[config.mk]
export PLATFORM = sky130hd
export DESIGN_NAME = press_pulse_generator
export DESIGN_NICKNAME = d
export VERILOG_FILES = /design/src/rtl/scoreboard_pkg.sv /design/src/rtl/press_pulse_generator_cycle_timer.sv /design/src/rtl/press_pulse_generator.sv
export SDC_FILE = /design/constraint.sdc
export NUM_CORES = 1
export LEC_CHECK = 0
export ABC_AREA = 1
export BUFFER_PORTS_ARGS = -buffer_cell sky130_fd_sc_hd__buf_4
export CAP_MARGIN = 20
export CORE_UTILIZATION = 55
export DETAILED_ROUTE_END_ITERATION = 6
export GPL_ROUTABILITY_DRIVEN = 0
export PLACE_DENSITY = 0.72
export SLEW_MARGIN = 20
export SYNTH_ARGS = -nofsm -noshare
export SYNTH_HDL_FRONTEND = slang
export SYNTH_SLANG_ARGS = --single-unit
[constraint.sdc]
create_clock -name clk_i -period 2.38 [get_ports clk_i]
set_clock_uncertainty 0.05 [all_clocks]
set_input_delay 0.476 -clock clk_i [delete_from_list [all_inputs] [get_ports clk_i]]
set_output_delay 0.476 -clock clk_i [all_outputs]
set_load 0.05 [all_outputs]
[src/rtl/scoreboard_pkg.sv]
// Shared types and timing constants for the button press interface.
package scoreboard_pkg;

  typedef enum logic [1:0] {
    IDLE,
    PRESS,
    GAP
  } press_state_e;

  localparam int unsigned CLK_HZ             = 100_000_000;
  localparam int unsigned LONG_THRESH_CYCLES = 200_000_000;
  localparam int unsigned CNT_W              = 28;
  localparam int unsigned SHORT_CYCLES_DEF   = 50_000_000;
  localparam int unsigned LONG_CYCLES_DEF    = 250_000_000;
  localparam int unsigned GAP_CYCLES_DEF     = 50_000_000;

  // A zero duration would never reach the expire count, so it is treated as one cycle.
  function automatic int unsigned at_least_one(input int unsigned v);
    return (v == 0) ? 1 : v;
  endfunction

endpackage

[src/rtl/press_pulse_generator_cycle_timer.sv]
// Loadable down-counter; expire_o flags the last cycle of a loaded interval.
module cycle_timer #(
  parameter int unsigned W = 28
) (
  input  logic         clk_i,
  input  logic         rst_ni,
  input  logic         load_i,
  input  logic [W-1:0] load_val_i,
  input  logic         en_i,
  output logic         expire_o
);

  logic [W-1:0] count_q;

  // Counting holds at 1; the owner reloads or stops on expiry.
  always_ff @(posedge clk_i) begin
    if (!rst_ni) begin
      count_q <= '0;
    end else if (load_i) begin
      count_q <= load_val_i;
    end else if (en_i && (count_q > W'(1))) begin
      count_q <= count_q - W'(1);
    end
  end

  assign expire_o = (count_q == W'(1));

endmodule

[src/rtl/press_pulse_generator.sv]
// Turns a short/long press command into a timed button waveform followed by a release gap.
module press_pulse_generator #(
  parameter int unsigned CNT_W        = 28,
  parameter int unsigned SHORT_CYCLES = 50_000_000,
  parameter int unsigned LONG_CYCLES  = 250_000_000,
  parameter int unsigned GAP_CYCLES   = 50_000_000
) (
  input  logic clk_i,
  input  logic rst_ni,
  input  logic cmd_valid_i,
  input  logic cmd_long_i,
  output logic cmd_ready_o,
  input  logic abort_i,
  output logic button_o,
  output logic busy_o,
  output logic done_o,
  output logic aborted_o
);

  import scoreboard_pkg::*;

  localparam logic [CNT_W-1:0] SHORT_LD = CNT_W'(at_least_one(SHORT_CYCLES));
  localparam logic [CNT_W-1:0] LONG_LD  = CNT_W'(at_least_one(LONG_CYCLES));
  localparam logic [CNT_W-1:0] GAP_LD   = CNT_W'(at_least_one(GAP_CYCLES));

  press_state_e     state_q;
  logic             abort_flag_q;
  logic             handshake;
  logic             timer_load;
  logic             timer_en;
  logic             timer_expire;
  logic [CNT_W-1:0] timer_load_val;

  // The command length lives in the timer load; abort wins over natural expiry.
  always_comb begin
    handshake      = (state_q == IDLE) && cmd_valid_i && cmd_ready_o;
    timer_load     = 1'b0;
    timer_load_val = GAP_LD;
    case (state_q)
      IDLE: begin
        timer_load     = handshake;
        timer_load_val = cmd_long_i ? LONG_LD : SHORT_LD;
      end
      PRESS: timer_load = abort_i || timer_expire;
      default: ;
    endcase
    timer_en = (state_q != IDLE);
  end

  cycle_timer #(
    .W(CNT_W)
  ) u_timer (
    .clk_i     (clk_i),
    .rst_ni    (rst_ni),
    .load_i    (timer_load),
    .load_val_i(timer_load_val),
    .en_i      (timer_en),
    .expire_o  (timer_expire)
  );

  always_ff @(posedge clk_i) begin
    if (!rst_ni) begin
      state_q      <= IDLE;
      abort_flag_q <= 1'b0;
      button_o     <= 1'b0;
      busy_o       <= 1'b0;
      done_o       <= 1'b0;
      aborted_o    <= 1'b0;
      cmd_ready_o  <= 1'b0;
    end else begin
      done_o    <= 1'b0;
      aborted_o <= 1'b0;
      case (state_q)
        IDLE: begin
          if (handshake) begin
            state_q      <= PRESS;
            abort_flag_q <= 1'b0;
            button_o     <= 1'b1;
            busy_o       <= 1'b1;
            cmd_ready_o  <= 1'b0;
          end else begin
            cmd_ready_o  <= 1'b1;
          end
        end
        PRESS: begin
          if (abort_i || timer_expire) begin
            state_q  <= GAP;
            button_o <= 1'b0;
            if (abort_i) abort_flag_q <= 1'b1;
          end
        end
        GAP: begin
          if (timer_expire) begin
            state_q     <= IDLE;
            busy_o      <= 1'b0;
            cmd_ready_o <= 1'b1;
            done_o      <= 1'b1;
            aborted_o   <= abort_flag_q;
          end
        end
        default: state_q <= IDLE;
      endcase
    end
  end

endmodule
# --- Word level (Yosys, flattened, before mapping) ---
# Cells that the tools add are included.
totals:
  ff_bits: 36
  output_inout_bits: 5
op_classes:
  n_addsub: 1
  n_lt_le_gt_ge: 1
  n_eq_ne: 7
  mux: 22
  n_reduce_logical: 16
op_table:
  columns: ["cell", "count"]
  rows:
  - ["2-to-1 mux 28 bit", 4]
  - ["equality test 28 x 1 -> 1 bit, second input constant", 1]
  - ["greater-than comparator 28 x 1 -> 1 bit, second input constant", 1]
  - ["subtractor 28 x 1 -> 28 bit, second input constant", 1]
  - ["AND reduction 3 bit", 4]
  - ["case mux 1 bit (2 select lines)", 5]
  - ["2-to-1 mux 1 bit", 9]
  - ["!= test 2 bit, second input constant", 4]
  - ["nonzero test 2 bit", 4]
  - ["2-to-1 mux 2 bit", 3]
  - ["case mux 2 bit (3 select lines)", 1]
  - ["AND reduction 2 bit", 2]
  - ["AND reduction 4 bit", 1]
  - ["logical AND 1 bit", 3]
  - ["equality test 2 x 1 -> 1 bit, second input constant", 1]
  - ["equality test 2 bit, second input constant", 1]
  - ["zero test 2 bit", 1]
  - ["logical OR 1 bit", 1]

# --- Depth between registers and ports, before layout ---
# Gate-level depths: netlist (run 1).
logic_depth:
  depth_word: 5
  mapped_depth: 14

# --- Cells and area by module ---
# A second synthesis (run 1) with hierarchy kept.
hier_totals:
  hier_cells: 415
  area_unflattened_um2: 2472.4
by_module_without_submodules:
  columns: ["mod", "instances", "cells_each", "area_each_um2", "seq_area_each_um2"]
  rows:
  - ["cycle_timer", 1, 370, 2134.5, 560.5]
  - ["press_pulse_generator", 1, 45, 337.8, 160.2]

# --- Worst setup path before layout (run 1) ---
# OpenSTA, ideal clock, no wires.
synth_path:
  kind: "register to register"
  from: "reg u_timer.count_q[0]"
  to: "reg u_timer.count_q[21]"
  setup_ns: 0.109
  arrival_time_ns: 1.526
  setup_slack_ns: 0.695
  path_stages_with_launch: 13
  n_path_buf: 1
  cell_sequence: "dfxtp_1 -> inv_1 -> ha_1 -> nand2_2 -> nor2_8 -> nand2_2 -> nor2_2 -> nand2_2 -> buf_6 -> nand4_1 -> nand3_1 -> nand2_1 -> inv_1"
synth_between:
  elab_chain_len: 4
  word_cells_on_any_way: 9
  classes_between: "add/sub (1); order compare (1); eq/ne (1); mux (3); reduce/logical (3)"
synth_lines:
  columns: ["element", "line", "source"]
  rows:
  - ["start, declared", "press_pulse_generator_cycle_timer.sv:13", "logic [W-1:0] count_q;"]
  - ["start signal, assigned", "press_pulse_generator_cycle_timer.sv:20", "count_q <= load_val_i;"]
  - ["start signal, assigned", "press_pulse_generator_cycle_timer.sv:22", "count_q <= count_q - W'(1);"]
  - ["parallel branches: the longest is 4 deep, another holds subtractor 28 x 1 -> 28 bit", null, null]
# Several ways; the timed one is not identified. The select of a mux whose other input is x is not followed.
# A chain may end at the register's enable or synchronous reset.

# --- Worst setup path after layout (run 1) ---
layout_path:
  from: "reg u_timer.count_q[0]"
  to: "reg u_timer.count_q[18]"
# Same word-level chain as after synthesis.

==> reports/metrics.yaml, run 1 <==
worst_path_max_delay_cell: "dfxtp_1"
insertion_delay_ns: 0.29
overflow: 0
cts_buffer_depth: 2
instances_no_fill: 444
crit_family: "simple AND/OR/NAND/NOR gates"
synth_top_area_share_pct: 28.7
numCtsBuffers: 5
fp.dieH_um: 69.6
grt_max_degree: 26
antenna_left: 0
cts_resized: 0
ys_warn_count: 0
crit_arrival_ns: 2.13
placed_cells: 437
via_per_inst: 5.39
path_max_fanout: 23
std_cell_rows: 24
coreArea_um2: 4380
fmax_ghz: 0.503
drv_slew: 0
crit_chain: "inv_1 -> ha_1 -> nand2_2 -> nor3_1 -> nand2_1 -> nand3_4 -> nand3_1 -> inv_1 -> nor2_1 -> nor2_1"
endpoint_kind: "register"
dr.pass1.iters: 4
vdd_drop_max_v: 0.000427
ioPinCount: 10
finalSetupTns_ns: 0
routedWlPerCell_um: 13.7
report.power.total_uw: 2350
syn_area_per_cell_um2: 6.54
dp_hpwl_um: 4520
finalSetupViolCount: 0
cp.buffers_inverters: 2
hold_path_class: "input pin to register"
relSlewSlack_pct: 59.0
powerDensity_nw_per_um2: 877
port_buffers: 9
cap_viol_max_count: 0
drc_errors: 0
synth_top_area_cell: "dfxtp_1"
clockRootBuffer: "clkbuf_8"
hold_violations: 0
clk_pin_slew_ns: 0.07
die_w_um: 69.6
grt_pass1_vias: 2164
finalCritPeriodShare_pct: 83.6
status: "finished, final reports clean"
grtUsageTotal_pct: 26.8
synth.net_count: 391
area_growth_syn_to_layout_pct: 6.72
n_fill_cell: 420
critPathKind: "register to register"
max_stage_delay_ns: 0.39
ys_seq_area_share_pct: 28.7
start_util_pct: 57.3
synth.area.top_cells: "dfxtp_1 29%, nand2_1 12%, nor2_1 9.0%"
cp.required_ns: 2.52
cts_tree: "yes"
cts_max_level: 2
grt_setup_unrepaired: "false"
drive_gt1_share_pct: 16.8
final_core_util_pct: 61.2
dieArea_um2: 4840
nets: 399
synth.distinct_cells: 29
wirelength_um: 6100
antenna_found_initial: 0
post-route-min-period_ns: 1.99
syn_inst: 384
p_leak_uw: 0.00134
cts_setup_buffers: 0
drtIter0Drc: 190
via_count: 2395
netlist_area_um2: 2510
worst_slew_pin_slew_ns: 0.615
cts_hold_buf: 0
cts.sinks: 36
n_antenna_cell: 0
grt_first_pass_wirelength_um: 10200
start_kind: "register"
yosys_register_bits: 36
==> report_power, final <==
group	leakage, uW	internal, uW	total (uW)	switching, uW
clock network	0.0000503	258	473	215
registers	0.000295	674	757	82.7
logic	0.000999	374	1120	747
==> worst paths after layout <==
| check | from | endpoint | slack [ns] | cells after the start |
|---|---|---|---|---|
| worst min register to register | abort_flag_q$_SDFFE_PN0P_ | aborted_o$_SDFF_PN0_ | 0.41 | 2 |
| worst min-delay path | abort_i | abort_flag_q$_SDFFE_PN0P_ | 0.41 | 3 |
| worst max-delay path | u_timer.count_q[0]$_SDFFE_PN0P_ | u_timer.count_q[18]$_SDFFE_PN0P_ | 0.39 | 10 |
| worst max register to register | u_timer.count_q[0]$_SDFFE_PN0P_ | u_timer.count_q[18]$_SDFFE_PN0P_ | 0.39 | 10 |
==> cells by family after synthesis <==
family	Yosys count	share of synthesized area (%)
XOR/XNOR	14	4.88
buffers and inverters	65	11.6
flip-flops	36	28.7
AO/OA/AOI/OAI	23	5.13
adder cells (fa/ha/maj)	2	0.996
AND/OR/NAND/NOR	244	48.7
==> through the flow <==
step	hold WS [ns]	area, um^2	setup slack, ns
final	0.405	2680	0.391
after global routing	0.419	2680	0.229
after CTS	0.399	2680	0.408
after detailed placement	0.391	2580	0.423
after global placement	0.393	2580	0.438
after floorplan	0.374	2510	0.695
==> cells in the final DEF (no fill, tap or decap), drive strengths merged, types with 2 or more instances in the layout <==
master	instances
a21oi	20
buf	13
clkbuf	7
dfxtp	36
ha	2
inv	53
nand2	94
nand3	40
nand4	30
nor2	76
nor3	3
o21ai	2
xnor2	3
xor2	11
==> per-layer routing <==
| layer | track usage [%] | vias up | wire length [um] |
|---|---|---|---|
| li1 | - | 1244 | - |
| met1 | 36.4 | 1076 | 2910 |
| met2 | 43.1 | 68 | 2820 |
| met3 | 5.23 | 7 | 290 |
| met4 | 7.94 | 0 | 78 |
| met5 | 0 | - | 0 |
==> registers in the layout, indices dropped and copies added (netlist names) <==
| signal | flops |
|---|---|
| cmd_ready_o | 1 |
| u_timer.count_q | 28 |
| busy_o | 1 |
| done_o | 1 |
| state_q | 2 |
| button_o | 1 |
| abort_flag_q | 1 |
| aborted_o | 1 |
==> synthesized netlist by cell type <==
cell type  count
nor2_2         9
nor2_1        60
buf_6          5
nand3_2        5
dfxtp_1       36
inv_2          9
buf_4          1
a21oi_1       19
buf_2          3
o21bai_1       1
or2_2          1
nand3_4        1
nand2_2        7
o21ai_1        1
ha_1           2
inv_1         43
o21ai_0        1
nor3_1         3
nand2_4        5
nor2_4         6
clkbuf_1       3
nand2_1       82
xor2_1        11
xnor2_1        3
nand3_1       34
nand4_1       30
nor2_8         1
a21oi_4        1
inv_4          1
==> tightest hold or removal path: stages <==
cell,delay [ns]
buf_4,0.11
nand2_1,0.05
a21oi_1,0.05
==> final cells by class <==
type / count / area (um^2) / area share, %
Clock buffer: 7 / 96.3 / 3.59
Timing Repair Buffer: 13 / 97.6 / 3.64
Sequential cell: 36 / 721 / 26.9
Multi-Input combinational cell: 283 / 1500 / 55.9
Inverter: 53 / 201 / 7.51
Tap cell: 52 / 65.1 / 2.43
Power figures use the tool's default switching activity.
==> inputs of run 2 (changes only) <==
--- a/config.mk
+++ b/config.mk
@@ -5,13 +5,13 @@
 export SDC_FILE = /design/constraint.sdc
 export NUM_CORES = 1
 export LEC_CHECK = 0
-export ABC_AREA = 1
+export ABC_AREA = 0
 export BUFFER_PORTS_ARGS = -buffer_cell sky130_fd_sc_hd__buf_4
 export CAP_MARGIN = 20
 export CORE_UTILIZATION = 55
 export DETAILED_ROUTE_END_ITERATION = 6
 export GPL_ROUTABILITY_DRIVEN = 0
-export PLACE_DENSITY = 0.72
+export PLACE_DENSITY = 0.73
 export SLEW_MARGIN = 20
 export SYNTH_ARGS = -nofsm -noshare
 export SYNTH_HDL_FRONTEND = slang
==> constraint.sdc (replaced) <==
create_clock -name clk_i -period 1.88 [get_ports clk_i]
set_clock_uncertainty 0.05 [all_clocks]
set_input_delay 0.376 -clock clk_i [delete_from_list [all_inputs] [get_ports clk_i]]
set_output_delay 0.376 -clock clk_i [all_outputs]
set_load 0.05 [all_outputs]
==> run 2 against run 1 <==
Against the previous run:
- the run now ends with setup timing left
- synthesized cell count fell by 41%
- clock power rose by 4%
- utilization grew 27 points
- final cell count fell by 21%
- setup slack worse by 1.2 ns
- cell area grew 11%
- die area down 22%
- power up 43%
- critical path type unchanged
==> reports/metrics.yaml, run 2 <==
synthArstFlopShare_pct: 0
busiest_layer: "met2"
dr.pass1.iters: 6
via_per_inst: 7.03
drv_slew: 0
cts_max_level: 2
ys_top_cells_by_count: "36 x dfxtp_1, 30 x nor2_1, 13 x nor4_1, 11 x nand4_1, 11 x xor2_1"
multi_input_area_um2: 1460
syn_area_per_cell_um2: 8.51
drc_errors: 0
report.power.total_uw: 3360
synth_ff_type: "dfxtp_1"
timing.rr.start: "u_timer.count_q[15]$_SDFFE_PN0P_"
dp_hpwl_um: 4180
finalSetupViolCount: 35
hold_ws_ns: 0.315
cts_buffer_depth: 2
p_leak_uw: 0.00118
ys_warn_count: 0
ys_seq_area_share_pct: 37.2
cap_viol_max_count: 0
crit_chain: "or4_4 -> or4_4 -> buf_8 -> nor4_2 -> nand4_1 -> and3_1"
worst_slew_pin_slew_ns: 0.513
drive_gt1_share_pct: 45.4
vdd_drop_max_v: 0.000776
cp.required_ns: 2.08
area_growth_syn_to_layout_pct: 53.2
use_met1_pct: 42.4
use_met2_pct: 64.8
via_count: 2462
top_regs: "u_timer.count_q x28, state_q x2"
register_area_um2: 724
synth.distinct_cells: 51
ioPinCount: 10
synth_xor_area_share_pct: 8.58
synth_top_family_by_area: "simple AND/OR/NAND/NOR gates"
nets: 311
hold_path_class: "input pin to register"
fp.dieH_um: 61.4
worstHoldStart: "abort_i"
numCtsBuffers: 5
grt_max_degree: 17
cp_common_cell: "or4_4"
dieArea_um2: 3770
path_max_fanout: 7
port_buffers: 9
post-route-min-period_ns: 2.65
overflow: 0
clk_pin_slew_ns: 0.12
crit_arrival_ns: 2.85
violations: "setup timing"
cts_hold_buf: 0
synth_mux_area_share_pct: 0
crit_start: "u_timer.count_q[15]$_SDFFE_PN0P_"
grt_setup_unrepaired: "true"
powerDensity_nw_per_um2: 1130
syn_inst: 228
hold_violations: 0
synth_top_area_share_pct: 37.2
critPathKind: "register to register"
n_antenna_cell: 0
start_kind: "register"
cts.sinks: 36
place_area_um2: 2500
synthAdderAreaFrac_pct: 1.29
coreArea_um2: 3360
insertion_delay_ns: 0.37
clockRootBuffer: "clkbuf_4"
antenna_found_initial: 1
synth_edf_count: 0
grt_first_pass_wirelength_um: 10400
synthSimpleGateAreaFrac_pct: 34.6
largest_reg_flops: 28
final_common_cell: "buf_4"
grt_pass1_vias: 2139
wirelength_um: 8480
drtIter0Drc: 496
antenna_left: 0
status: "complete, but fails checks"
netlist_area_um2: 1940
die_w_um: 61.4
synth.most_common_cell: "dfxtp_1"
routedWlPerCell_um: 24.2
fin_ws_ns: -0.769
max_stage_delay_ns: 0.55
n_fill_cell: 143
synth_compound_gate_area_share_pct: 14.6
grtUsageTotal_pct: 39.4
fmax_ghz: 0.377
finalSetupTns_ns: -22.45
std_cell_rows: 21
final_area_um2: 2970
endpoint_kind: "register"
synth.net_count: 235
start_util_pct: 57.7
yosys_register_bits: 36
grt_util_met3_pct: 14.9
synth.area.top_cells: "dfxtp_1 37%, nor2_1 5.8%, xor2_1 5.0%"
finalCritPeriodShare_pct: 141
worst_path_max_delay_cell: "or4_4"
relSlewSlack_pct: 65.5
synth_top_area_cell: "dfxtp_1"
cts_tree: "yes"
final_cell_mix: "64 x buf_4, 33 x dfxtp_1, 25 x nor2_1"
regMostFlops: "u_timer.count_q"
-- run 2: cell types whose count changed in the layout (fill, tap and decap cells not counted), sizes merged, moves of 12 or more --
cell	before	now
nor4	0	15
inv	53	5
nand2	94	11
nor2	76	31
nand3	40	9
o21ai	2	14
nand4	30	11
buf	13	76
-- run 2: metal layers --
metal  up-vias  part of all wire (%)
li1       1005                     -
met1      1121                    34
met2       260                    46
met3        76                    12
met4         0                   7.6
met5         -                     0
-- run 2: area by class of cell --
type / instances / area share (%)
clock buffer: 7 / 2.19
multi-input combinational: 180 / 49.2
inverter: 5 / 0.632
tap: 46 / 1.94
timing repair buffer: 76 / 21.7
sequential: 36 / 24.4
-- run 2: logic make-up after synthesis --
group	after synthesis
AO/OA/AOI/OAI	42
XOR/XNOR	19
adder cells (fa/ha/maj)	2
buffers and inverters	14
flip-flops	36
AND/OR/NAND/NOR	115
-- run 2: worst max-delay path, delay by kind of cell, from the launching register on --
kind                   cells  cell delay [ns]
and+or+nand+nor            5             1.94
DFF                        1             0.35
buffers and inverters      1             0.20
-- run 2: timing repair --
item	4_1_cts	5_1_grt
pin swaps	29	25
setup buffers	3	4
endpoints found under the setup margin	35	35
cloned	3	0
gates resized for setup	33	31
-- run 2: report_power, final --
| part | internal (uW) | switching (uW) | total [uW] |
|---|---|---|---|
| Clock | 212 | 280 | 492 |
| Sequential | 867 | 80.4 | 947 |
| Combinational | 782 | 1140 | 1930 |
| Total | 1860 | 1500 | 3360 |
-- run 2: final timing paths --
check,endpoint,slack [ns],depth (start not counted)
worst max-delay path,u_timer.count_q[26]$_SDFFE_PN0P_,-0.77,6
worst min-delay path,state_q[1]$_SDFFE_PN0P_,0.32,3
worst max register to register,u_timer.count_q[26]$_SDFFE_PN0P_,-0.77,6
worst min register to register,aborted_o$_SDFF_PN0_,0.46,1
-- run 2: stage by stage --
| step | setup WS, ns | util, % | instances |
|---|---|---|---|
| CTS | -0.578 | 82.8 | 347 |
| detailed placement | -0.722 | 74.3 | 335 |
| global route | -1.03 | 88.4 | 350 |
| floorplan | -0.604 | - | 228 |
| global placement | -0.681 | 74.3 | 335 |
| finish | -0.769 | 88.4 | 350 |
